===== src/rtl/conv_pkg.sv =====
// Shared constants and types for the 3x3 convolution window feeder.
// Taps are flattened row-major into 9*DATA_WIDTH buses.
package conv_pkg;

  localparam int KERNEL_DIM  = 3;
  localparam int KERNEL_TAPS = KERNEL_DIM * KERNEL_DIM;

  typedef enum logic [1:0] {
    IDLE   = 2'd0,
    STREAM = 2'd1,
    DONE   = 2'd2
  } feeder_state_t;

  // Bit position of tap k inside a flattened tap bus.
  function automatic int tap_lsb(input int k, input int width);
    return k * width;
  endfunction

endpackage


===== src/rtl/conv_window_feeder_line_buffer.sv =====
// One image row of storage: combinational read, write on enable.
// The old word is read before the same index is overwritten.
module line_buffer #(
  parameter int DATA_WIDTH = 16,
  parameter int DEPTH      = 32
) (
  input  logic                     clk,
  input  logic                     en,
  input  logic [$clog2(DEPTH)-1:0] addr,
  input  logic [DATA_WIDTH-1:0]    wr_data,
  output logic [DATA_WIDTH-1:0]    rd_data
);

  logic [DATA_WIDTH-1:0] mem_r [DEPTH];

  assign rd_data = mem_r[addr];

  // Row storage write port; contents need no reset, output is gated by counters.
  always_ff @(posedge clk) begin
    if (en) begin
      mem_r[addr] <= wr_data;
    end
  end

endmodule


===== src/rtl/conv_window_feeder.sv =====
// Raster-order pixel stream -> 3x3 windows plus weight bank for the 9-tap MAC.
// Windows straddling a row wrap are suppressed; there is no padding.
module conv_window_feeder
  import conv_pkg::*;
#(
  parameter int DATA_WIDTH = 16,
  parameter int IMG_W      = 32,
  parameter int IMG_H      = 32
) (
  input  logic                              clk,
  input  logic                              arst_in,
  input  logic                              start,
  input  logic [DATA_WIDTH-1:0]             pixel_in,
  input  logic                              pixel_valid,
  output logic                              pixel_ready,
  input  logic                              w_load,
  input  logic [3:0]                        w_idx,
  input  logic [DATA_WIDTH-1:0]             w_data,
  output logic [KERNEL_TAPS*DATA_WIDTH-1:0] window_out,
  output logic [KERNEL_TAPS*DATA_WIDTH-1:0] weights_out,
  output logic                              window_valid,
  output logic                              window_first,
  output logic                              window_last,
  output logic                              frame_done
);

  localparam int COL_W = $clog2(IMG_W);
  localparam int ROW_W = $clog2(IMG_H);
  localparam logic [COL_W-1:0] COL_LAST = COL_W'(IMG_W - 1);
  localparam logic [ROW_W-1:0] ROW_LAST = ROW_W'(IMG_H - 1);

  feeder_state_t                      state_r;
  logic [COL_W-1:0]                   col_r;
  logic [ROW_W-1:0]                   row_r;
  logic                               pixel_ready_r;
  logic                               window_valid_r;
  logic                               window_first_r;
  logic                               window_last_r;
  logic                               frame_done_r;
  logic [KERNEL_TAPS*DATA_WIDTH-1:0]  window_out_r;
  logic [KERNEL_TAPS*DATA_WIDTH-1:0]  weights_r;
  logic [DATA_WIDTH-1:0]              win_r     [KERNEL_TAPS];
  logic [DATA_WIDTH-1:0]              win_nxt_s [KERNEL_TAPS];
  logic [KERNEL_TAPS*DATA_WIDTH-1:0]  win_pack_s;
  logic [DATA_WIDTH-1:0]              lb1_rd_s;
  logic [DATA_WIDTH-1:0]              lb2_rd_s;
  logic                               accept_s;
  logic                               win_pos_s;
  logic                               first_pos_s;
  logic                               last_pix_s;

  assign accept_s    = pixel_valid & pixel_ready_r;
  assign win_pos_s   = (row_r >= ROW_W'(2)) && (col_r >= COL_W'(2));
  assign first_pos_s = (row_r == ROW_W'(2)) && (col_r == COL_W'(2));
  assign last_pix_s  = (row_r == ROW_LAST) && (col_r == COL_LAST);

  // lb1 holds the previous row, lb2 the row before it, both indexed by column.
  line_buffer #(.DATA_WIDTH(DATA_WIDTH), .DEPTH(IMG_W)) u_lb1 (
    .clk     (clk),
    .en      (accept_s),
    .addr    (col_r),
    .wr_data (pixel_in),
    .rd_data (lb1_rd_s)
  );

  line_buffer #(.DATA_WIDTH(DATA_WIDTH), .DEPTH(IMG_W)) u_lb2 (
    .clk     (clk),
    .en      (accept_s),
    .addr    (col_r),
    .wr_data (lb1_rd_s),
    .rd_data (lb2_rd_s)
  );

  // Next window contents: shift left one column, new right column from the row buffers.
  always_comb begin
    for (int r = 0; r < KERNEL_DIM; r++) begin
      for (int c = 0; c < KERNEL_DIM - 1; c++) begin
        win_nxt_s[r*KERNEL_DIM + c] = win_r[r*KERNEL_DIM + c + 1];
      end
    end
    win_nxt_s[KERNEL_DIM - 1]   = lb2_rd_s;
    win_nxt_s[2*KERNEL_DIM - 1] = lb1_rd_s;
    win_nxt_s[KERNEL_TAPS - 1]  = pixel_in;
  end

  // Flatten the next window into the MAC tap bus.
  always_comb begin
    win_pack_s = '0;
    for (int k = 0; k < KERNEL_TAPS; k++) begin
      win_pack_s[tap_lsb(k, DATA_WIDTH) +: DATA_WIDTH] = win_nxt_s[k];
    end
  end

  // Frame FSM with counters, shift window and registered window outputs.
  always_ff @(posedge clk or posedge arst_in) begin
    if (arst_in) begin
      state_r        <= IDLE;
      col_r          <= '0;
      row_r          <= '0;
      pixel_ready_r  <= 1'b0;
      window_valid_r <= 1'b0;
      window_first_r <= 1'b0;
      window_last_r  <= 1'b0;
      frame_done_r   <= 1'b0;
      window_out_r   <= '0;
      for (int k = 0; k < KERNEL_TAPS; k++) begin
        win_r[k] <= '0;
      end
    end else begin
      window_valid_r <= 1'b0;
      window_first_r <= 1'b0;
      window_last_r  <= 1'b0;
      case (state_r)
        IDLE: begin
          frame_done_r <= 1'b0;
          if (start) begin
            state_r       <= STREAM;
            pixel_ready_r <= 1'b1;
            col_r         <= '0;
            row_r         <= '0;
          end
        end
        STREAM: begin
          if (accept_s) begin
            win_r <= win_nxt_s;
            if (col_r == COL_LAST) begin
              col_r <= '0;
              row_r <= (row_r == ROW_LAST) ? '0 : row_r + ROW_W'(1);
            end else begin
              col_r <= col_r + COL_W'(1);
            end
            // Windows whose left columns belong to the previous row are dropped here.
            if (win_pos_s) begin
              window_out_r   <= win_pack_s;
              window_valid_r <= 1'b1;
              window_first_r <= first_pos_s;
              window_last_r  <= last_pix_s;
            end
            if (last_pix_s) begin
              state_r       <= DONE;
              pixel_ready_r <= 1'b0;
              frame_done_r  <= 1'b1;
            end
          end
        end
        DONE: begin
          state_r      <= IDLE;
          frame_done_r <= 1'b0;
        end
        default: begin
          state_r       <= IDLE;
          pixel_ready_r <= 1'b0;
          frame_done_r  <= 1'b0;
        end
      endcase
    end
  end

  // Weight bank; out-of-range indices are dropped.
  always_ff @(posedge clk or posedge arst_in) begin
    if (arst_in) begin
      weights_r <= '0;
    end else if (w_load && (w_idx <= 4'd8)) begin
      weights_r[int'(w_idx)*DATA_WIDTH +: DATA_WIDTH] <= w_data;
    end
  end

  assign pixel_ready  = pixel_ready_r;
  assign window_valid = window_valid_r;
  assign window_first = window_first_r;
  assign window_last  = window_last_r;
  assign frame_done   = frame_done_r;
  assign window_out   = window_out_r;
  assign weights_out  = weights_r;

endmodule


===== config.mk =====
export PLATFORM = sky130hd
export DESIGN_NAME = conv_window_feeder
export DESIGN_NICKNAME = d
export VERILOG_FILES = /design/src/rtl/conv_pkg.sv /design/src/rtl/conv_window_feeder_line_buffer.sv /design/src/rtl/conv_window_feeder.sv
export SDC_FILE = /design/constraint.sdc
export NUM_CORES = 1
export LEC_CHECK = 0
export ABC_CLOCK_PERIOD_IN_PS = 44700
export BUFFER_PORTS_ARGS = -buffer_cell sky130_fd_sc_hd__buf_2
export CORE_UTILIZATION = 55
export DETAILED_ROUTE_END_ITERATION = 8
export PLACE_DENSITY = 0.78
export SLEW_MARGIN = 20
export SYNTH_ARGS = -nofsm -noshare
export SYNTH_HDL_FRONTEND = slang
export SYNTH_SLANG_ARGS = --single-unit
export TNS_END_PERCENT = 5

===== constraint.sdc =====
create_clock -name clk -period 44.7 [get_ports clk]
set_clock_uncertainty 0.05 [all_clocks]
set_input_delay 11.175 -clock clk [delete_from_list [all_inputs] [get_ports clk]]
set_output_delay 11.175 -clock clk [all_outputs]
set_load 0.02 [all_outputs]

== Yosys cells after proc, flatten, opt, wreduce, memory -nomap -nowiden ==
Memories as Yosys holds them, arrays and structs flattened.
Index checks and enable logic that the tools add are counted.

* Flip-flop bits (word level): 401
* RAM bits: 1,024
* Output and inout port bits: 293
* Logic and storage cells: 82
* Memories: 2

* Add/sub/neg operators: 3
* $lt $le $gt $ge: 3
* Equality and inequality tests: 10
* Shift-type cells: 2
* Multiplexer cells: 31
* Bitwise gates (word level): 2
* Reductions and logical operators: 13

{| class="wikitable"
|+ Memories
! name !! depth !! width !! rd ports !! clocked after Yosys merged registers in !! wr ports !! line !! source
|-
| u_lb1.mem_r || 32 || 16 || 1 || 0 || 1 || conv_window_feeder_line_buffer.sv:14 || <nowiki>logic [DATA_WIDTH-1:0] mem_r [DEPTH];</nowiki>
|-
| u_lb2.mem_r || 32 || 16 || 1 || 0 || 1 || conv_window_feeder_line_buffer.sv:14 ||
|}

{| class="wikitable"
|+ Operator list
! operator !! count
|-
| bitwise mux 144 bit || 1
|-
| variable shift 16 x 33 -> 144 bit (first input constant) || 1
|-
| variable part select 16 x 33 -> 144 bit || 1
|-
| negation 8 -> 33 bit || 1
|-
| 2-to-1 mux 5 bit || 6
|-
| one-hot mux 5 bit (2 select lines) || 2
|-
| 2-to-1 mux 1 bit || 17
|-
| adder 5 x 1 -> 5 bit (second input constant) || 2
|-
| equality test 5 x 2 -> 1 bit (second input constant) || 2
|-
| equality test 5 bit (second input constant) || 2
|-
| greater-or-equal comparator 5 x 2 -> 1 bit (second input constant) || 2
|-
| AND reduction 3 bit || 3
|-
| inequality test 2 bit (second input constant) || 4
|-
| AND reduction 4 bit || 2
|-
| 2-to-1 mux 2 bit || 3
|-
| <= comparator 4 bit (second input constant) || 1
|-
| logical AND 1 bit || 4
|-
| one-hot mux 2 bit (2 select lines) || 1
|-
| AND reduction 2 bit || 2
|-
| one-hot mux 1 bit (3 select lines) || 1
|-
| equality test 2 x 1 -> 1 bit (second input constant) || 1
|-
| equality test 2 bit (second input constant) || 1
|-
| zero test 2 bit || 1
|-
| nonzero test 2 bit || 1
|-
| 2 further kinds || 2
|}

== Depth between registers and ports, before layout ==
Gate-level depths: netlist (run 1).

* Depth in word-level cells: 5
* Depth in mapped cells: 12

== Modules after synthesis ==
Synthesis (run 1) repeated with hierarchy kept, for this count alone.

* Cell total of the unflattened synthesis: 3,341
* Area total of the unflattened synthesis: 55,007.8 um2

{| class="wikitable"
|+ Modules (own cells, without submodules)
! module !! times used !! cells each !! area an instance (um2)
|-
| line_buffer (u_lb1) || 1 || 1,070 || 19,772.7
|-
| line_buffer (u_lb2) || 1 || 1,070 || 19,728.9
|-
| conv_window_feeder || 1 || 1,201 || 15,506.1
|}

== Worst setup path before layout (run 1) ==
OpenSTA, ideal clock, no wires.

* Path kind: input -> register
* Start point: in w_idx[0]
* End point: reg weights_r[65] (netlist: weights_out[65])
* Arrival time: 13.464 ns
* Required time: 44.525 ns
* Path slack: 31.061 ns
* Cell stages on the path: 9
* Path buffers: 4
* Cells stage by stage: clkbuf_1 > clkbuf_1 > buf_1 > nor3_1 > ha_1 > and3b_1 > o211ai_1 > buf_2 > mux2_2

* Word-level cells in the longest chain between the ends: 3
* Elaborated cells between the ends (all ways): 6

{| class="wikitable"
|+ Ends and longest elaborated chain
! what !! line !! source
|-
| from (decl) || conv_window_feeder.sv:17 || <nowiki>input logic [3:0] w_idx,</nowiki>
|-
| negation 8 -> 33 bit || conv_window_feeder.sv:164 || <nowiki>weights_r[int'(w_idx)*DATA_WIDTH +: DATA_WIDTH] <= w_data;</nowiki>
|-
| variable part select 16 x 33 -> 144 bit / variable shift 16 x 33 -> 144 bit (equally long branches) || conv_window_feeder.sv:164 ||
|-
| bitwise mux 144 bit || conv_window_feeder.sv:164 ||
|-
| to (signal, indexed assignment) || conv_window_feeder.sv:164 ||
|-
| to (decl) || conv_window_feeder.sv:41 || <nowiki>logic [KERNEL_TAPS*DATA_WIDTH-1:0] weights_r;</nowiki>
|}

Parallel ways exist; a longest one is shown, timed or not.
A chain may end at the register's enable or synchronous reset.

== Worst setup path after layout (run 1) ==
* Start point: in pixel_valid
* End point: reg window_out_r[29] (netlist: window_out[29])

* Word-level cells in the longest chain between the ends: 2

{| class="wikitable"
|+ Ends and longest elaborated chain
! what !! line !! source
|-
| from (decl) || conv_window_feeder.sv:14 || <nowiki>input logic pixel_valid,</nowiki>
|-
| bitwise AND 1 bit || conv_window_feeder.sv:52 || <nowiki>assign accept_s = pixel_valid & pixel_ready_r;</nowiki>
|-
| AND reduction 3 bit (no source line) || -- ||
|-
| to (signal assigned) || conv_window_feeder.sv:134 || <nowiki>window_out_r <= win_pack_s;</nowiki>
|-
| to (decl) || conv_window_feeder.sv:40 || <nowiki>logic [KERNEL_TAPS*DATA_WIDTH-1:0] window_out_r;</nowiki>
|}

No other way between the ends.

==> results of run 1 <==
kinds of logic after synthesis:
logic type | after synthesis | synth area share, %
flops | 1425 | 75.1
simple gates | 659 | 5.32
mux | 631 | 11.9
compound gates | 487 | 5.56
buf+inv | 216 | 1.81
fa+ha+maj | 10 | 0.231
xor+xnor | 1 | 0.0300
state kept, by name (all words and copies together) (netlist names):
signal,flops
pixel_ready,1
u_lb2.mem_r,512
window_valid,1
u_lb1.mem_r,512
window_last,1
win_nxt_s,96
frame_done,1
window_first,1
state_r,2
window_out,144
weights_out,144
col_r,5
row_r,5
how the worst min path moves through the flow:
stage / cells after the start / slack, ps / to / from
detailed placement: 2 / 410 / win_nxt_s[136]$_DFFE_PP0P_ / win_nxt_s[136]$_DFFE_PP0P_
finish: 2 / 420 / weights_out[125]$_DFFE_PP0P_ / weights_out[125]$_DFFE_PP0P_
floorplan: 2 / 390 / win_nxt_s[131]$_DFFE_PP0P_ / win_nxt_s[131]$_DFFE_PP0P_
global placement: 2 / 400 / win_nxt_s[81]$_DFFE_PP0P_ / win_nxt_s[81]$_DFFE_PP0P_
global route: 1 / 440 / window_out[101]$_DFFE_PP0P_ / window_out[101]$_DFFE_PP0P_
CTS: 2 / 430 / weights_out[86]$_DFFE_PP0P_ / weights_out[86]$_DFFE_PP0P_
power by group:
group	switching [mW]	internal, mW	leakage (nW)	total, mW
Combinational	0.798	0.351	7.32	1.15
Clock	0.486	0.631	2.14	1.12
Sequential	0.106	1.79	14.3	1.89
Total	1.39	2.77	23.7	4.16
layout make-up:
cell class / count / area [sq um] / share of cell area, %
Sequential cell: 1425 / 40800 / 65.6
Multi-Input combinational cell: 1788 / 12900 / 20.8
Clock buffer: 192 / 3850 / 6.20
Timing Repair Buffer: 423 / 2390 / 3.85
Tap cell: 1276 / 1600 / 2.57
Clock inverter: 62 / 519 / 0.835
Inverter: 12 / 52.6 / 0.0845
Antenna cell: 2 / 5.00 / 0.00805
layer usage:
layer	vias to the layer above	global-route usage, %	part of all wire, %
met1	16300	36.0	39
met4	10	11.8	4.1
met2	1656	43.1	47
li1	13800	-	-
met5	-	0	0.050
met3	342	6.30	9.9
tightest hold or removal path, cell delays in order (launching register included):
cell and delay (ps):
dfrtp_1 330, nand2_1 50, o31ai_1 60
placed cells by master, fill, tap and decap left out, drive strengths merged, types with 3 or more instances in the layout:
| cell type | netlist | routed |
|---|---|---|
| a21oi | 5 | 5 |
| a31oi | 64 | 64 |
| and2 | 4 | 4 |
| and3 | 4 | 4 |
| buf | 121 | 423 |
| bufinv | 0 | 4 |
| clkbuf | 83 | 192 |
| clkinv | 0 | 51 |
| dfrtp | 401 | 401 |
| edfxtp | 1024 | 1024 |
| ha | 10 | 10 |
| inv | 12 | 17 |
| mux2 | 119 | 119 |
| mux2i | 512 | 512 |
| nand2 | 416 | 416 |
| nand2b | 3 | 3 |
| nand3 | 16 | 16 |
| nand3b | 3 | 3 |
| nand4 | 4 | 4 |
| nand4b | 5 | 5 |
| nand4bb | 6 | 6 |
| nor2 | 106 | 106 |
| nor3 | 7 | 7 |
| nor3b | 4 | 4 |
| nor4 | 66 | 66 |
| o2111ai | 4 | 4 |
| o21ai | 100 | 100 |
| o22ai | 256 | 256 |
| o31ai | 50 | 50 |
| or4b | 4 | 4 |
through the flow:
| stage | hold WS (ps) | cells | cell area (sq um) |
|---|---|---|---|
| after floorplan | 390 | 3429 | 54300 |
| after global placement | 402 | 4921 | 57600 |
| after detailed placement | 411 | 4922 | 57700 |
| after CTS | 426 | 5176 | 62000 |
| after global routing | 444 | 5178 | 62100 |
| final | 422 | 5180 | 62200 |
==> reports/summary.txt, run 1 <==
Final #Nets: 3839
Unique cell type count in the Yosys netlist: 53
Worst setup path endpoint: window_out[29]$_DFFE_PP0P_
Most used cell along the critical path: buf_4
Port Buffers: 333
Register area share after synthesis: 75.1%
Post-route DRC: 0
Top-area cell type share of the netlist area: 56.7%
Ys flop type: edfxtp_1
Power per cell area: 66.9 mW/mm^2
GRT Total Usage: 27.1%
Vias per inst: 6.21
Syn_nets: 3480
CP startpoint: pixel_valid
Die H: 316 microns
Fin. Hold Viols: 0
Fillcell total: 6632
Fin Setup TNS: 0 ps
Hold Crit Class: register to register
Worst rel slew slack: 19.5%
Clock Path Buffers: 3
Leakage power: 23.7 nW
Data required time of the critical path: 45260 ps
Root buffer cell: clkbuf_16
Worst path max stage delay: 880 ps
Post-Syn Area: 0.0543 sq mm
CTS sink cnt: 1425
Fmax: 0.0701 GHz
Asr flop ratio synth: 28.1%
Post-CTS Hold Buffers: 0
Reg clk slew, reported paths: 60 ps
Crit path arrival time: 14820 ps
Final worst slack: 30440 ps
Vias in the first global route: 30800
FF-to-FF setup slack: 39550 ps
Count of final setup violators: 0
Critical path class: input pin to register
Post-synth top area cell: edfxtp_1
WP buf/inv: 5
Routed Antenna Nets: 0
Core Region: 0.0973 sq mm
Critical path depth in cells: 8
Unrepaired setup endpoints after global routing: no
Clock buffer count from CTS: 138
RePlAce Congestion: 0.871
Post-place setup slack: 29720 ps
VDD IR max: 0.0487 mV
EDFF count, synth: 1024
DRT iter0 DRCs: 3585
Pin count of the biggest net entering global routing: 155
PnR Total Power: 4.16 mW
Via Count: 32100
CP delay by family, top: buffers and inverters
Top-count cell post-synth: edfxtp_1
Cells after Synth: 3429
Initial Util: 55.8%
Number of detailed-route iterations in the first pass: 7
H-tree depth: 4
Seq cells post-synth: 1425
Final wirelength: 137 mm
Yosys warns: 0
Layout cells sized above 1: 19.4%
Post-Syn Area per Cell: 15.8 sq um
Area contributors post-synth: edfxtp_1 57%, dfrtp_1 18%, mux2i_1 9.4%, o22ai_1 3.0%, nand2_1 2.9%
Std-Cell Rows: 114
Worst Reg-to-Reg Cells: 8
Util after Layout: 63.9%
Die area: 0.100 sq mm
TritonCTS clock tree: built
First-pass GRT wire length: 198 mm
Worst-path cell chain: buf_2 > nand4b_1 > buf_4 > a221oi_4 > buf_4 > buf_4 > buf_4 > mux2_2
Status: finished, final reports clean
Commonest cells post-synth: 1024 x edfxtp_1, 512 x mux2i_1, 416 x nand2_1, 401 x dfrtp_1, 256 x o22ai_1
Layout area overhead: 14.5%
Max FO, Critical Path: 80
R2r startpoint: col_r[0]$_DFFE_PP0P_
Final min period: 14260 ps
Initial antenna violation count: 6
Clk_lat worst skew: 750 ps
Crit path capture type: register
Max Cap Viol: 0
Fin crit share: 31.9%
Post-cts gate resize count: 0
Top Ports: 334
Crit path max-delay cell type: buf_4
DR WL/cell: 26.4 microns
Transition time of the tightest slew-check pin: 1200 ps
Die X: 316 microns
Count of pins over their slew limit: 0
# Post-CTS Setup Buffers: 0
R2r endpoint: window_out[45]$_DFFE_PP0P_
Startpoint types: input pin
Detailed placer's ending HPWL: 80.6 mm
Grt ovf: 0
Power figures use the tool's default switching activity.
==> inputs of run 2 (changes only) <==
- ABC_CLOCK_PERIOD_IN_PS: 44700 -> 13300
- clock period: 44.7 -> 13.3 ns (I/O delays scaled with it)
==> reports/summary.txt, run 2 (synthesis results as in run 1) <==
Status: finished, final reports clean
Data required time of the critical path: 13460 ps (-31800 ps)
Grt ovf: 0 (unchanged)
Initial Util: 55.8% (unchanged)
TritonCTS clock tree: built
Fin Setup TNS: 0 ps (unchanged)
Clock buffer count from CTS: 134 (-2.9%)
Max FO, Critical Path: 55 (-31%)
Leakage power: 23.7 nW (about the same)
DRT iter0 DRCs: 4009 (+12%)
Clk_lat worst skew: 740 ps (about the same)
Root buffer cell: clkbuf_16
Ant. Diodes: 0 (-2)
Post-route DRC: 0 (unchanged)
Vias in the first global route: 30700 (-0.32%)
Number of detailed-route iterations in the first pass: 5 (-2)
Transition time of the tightest slew-check pin: 1210 ps (+11.3 ps)
Fin crit share: 41.3%
First-pass GRT wire length: 200 mm (+0.97%)
Startpoint types: register
DR WL/cell: 26.9 microns (+2.1%)
Count of final setup violators: 0 (unchanged)
Crit path capture type: register
Die area: 0.100 sq mm (unchanged)
Final min period: 5500 ps
Vias per inst: 6.22 (+0.24%)
Final #Nets: 3834 (-0.13%)
Post-CTS Hold Buffers: 0 (unchanged)
Largest regs: u_lb1.mem_r (512), u_lb2.mem_r (512)
Layout area overhead: 14.5% (about the same)
GRT Total Usage: 27.5% (+0.36 points)
Hold Crit Class: register to register
Port Buffers: 333 (unchanged)
Commonest cells after routing, fill and taps aside: 1024 x edfxtp_1, 512 x mux2i_1, 408 x nand2_1
Worst rel slew slack: 19.4% (-0.086 points)
RePlAce Congestion: 0.885 (+1.6%)
Critical path class: register to register
Fillcell total: 6594 (-0.57%)
Final worst slack: 7800 ps (-22640 ps)
Top Ports: 334 (unchanged)
Reg clk slew, reported paths: 60 ps (about the same)
Via Count: 32100 (-0.15%)
Final wirelength: 139 mm (+1.7%)
CTS sink cnt: 1425 (unchanged)
Unrepaired setup endpoints after global routing: no
Max Cap Viol: 0 (unchanged)
Std-Cell Rows: 114 (unchanged)
Reg area: 0.0408 sq mm (unchanged)
Leading cell type in the layout, fill and taps excluded: edfxtp_1
Worst Reg-to-Reg Cells: 7 (-1)
Hold depth: 2 (unchanged)
Post-cts gate resize count: 0 (unchanged)
Initial antenna violation count: 4 (-2)
# Post-CTS Setup Buffers: 0 (unchanged)
Core Region: 0.0973 sq mm (unchanged)
Fmax: 0.182 GHz
Die H: 316 microns (unchanged)
Die X: 316 microns (unchanged)
Clock Path Buffers: 3 (unchanged)
Multi-input gate area: 0.0129 sq mm (-0.14%)
Pin count of the biggest net entering global routing: 179 (+15%)
Layout cells sized above 1: 19.6% (+0.17 points)
Count of pins over their slew limit: 0 (unchanged)
Crit path arrival time: 5660 ps (-9160 ps)
Power per cell area: 226 mW/mm^2 (+240%)
H-tree depth: 4 (unchanged)
Routed Antenna Nets: 0 (unchanged)
VDD IR max: 0.171 mV (+250%)
Post-place setup slack: 7080 ps (-22640 ps)
Detailed placer's ending HPWL: 83.0 mm (+3.1%)
Fin. Hold Viols: 0 (unchanged)
run 2: changes by cell type in the layout (fill, tap and decap cells not counted), sizes merged:
cell	previous run	this run
buf	423	422
diode	2	0
clkbuf	192	179
bufinv	4	11
clkinv	51	38
clkinvlp	2	5
inv	17	16
run 2: final timing paths:
| kind | slack [ps] | start | end |
|---|---|---|---|
| hold reg to reg | 420 | win_nxt_s[90]$_DFFE_PP0P_ | win_nxt_s[90]$_DFFE_PP0P_ |
| hold / removal | 420 | win_nxt_s[90]$_DFFE_PP0P_ | win_nxt_s[90]$_DFFE_PP0P_ |
| setup reg to reg | 7800 | col_r[0]$_DFFE_PP0P_ | u_lb2.mem_r[9][15]$_DFFE_PP_ |
| max in group asynchronous | 8270 | arst_in | window_out[112]$_DFFE_PP0P_ |
| setup / recovery | 7800 | col_r[0]$_DFFE_PP0P_ | u_lb2.mem_r[9][15]$_DFFE_PP_ |
| min in group asynchronous | 2670 | arst_in | weights_out[66]$_DFFE_PP0P_ |
run 2: cell type report:
cell class	instances	area share (%)
repair buffers	422	3.84
flip-flops and latches	1425	65.6
clock inverters	58	1.00
well taps	1276	2.57
multi-input cells	1788	20.8
inverters	12	0.0785
clock buffers	179	6.10
run 2: layer usage:
layer	vias to the layer above	wire, microns	track usage [%]
met2	1831	66200	43.9
met5	-	31	0
met4	6	5550	11.5
met3	311	13600	5.42
met1	16100	53500	37.1
li1	13800	-	-
run 2: per-stage QoR:
stage | hold slack [ps] | utilization, % | power (mW) | instance area, sq um | cells
6_report | 420 | 63.9 | 14.1 | 62200 | 5160
3_5_place_dp | 408 | 59.3 | 10.3 | 57700 | 4921
4_1_cts | 423 | 63.8 | 14.0 | 62100 | 5158
2_1_floorplan | 390 | - | 8.65 | 54300 | 3429
5_1_grt | 432 | 63.9 | 14.5 | 62200 | 5160
3_3_place_gp | 403 | 59.3 | 10.1 | 57600 | 4921
run 2: power breakdown:
group	total, mW	internal (mW)	switching [mW]
clock network	3.82	2.22	1.60
logic	3.87	1.17	2.71
registers	6.37	6.02	0.348
run 2: worst max-delay path, stage by stage, from the launching register on:
cell and delay [ps]:
dfrtp_4 850, buf_4 780, buf_4 910, buf_4 680, mux2i_1 260, o22ai_1 110
nor4_1 550, nand2_1 710
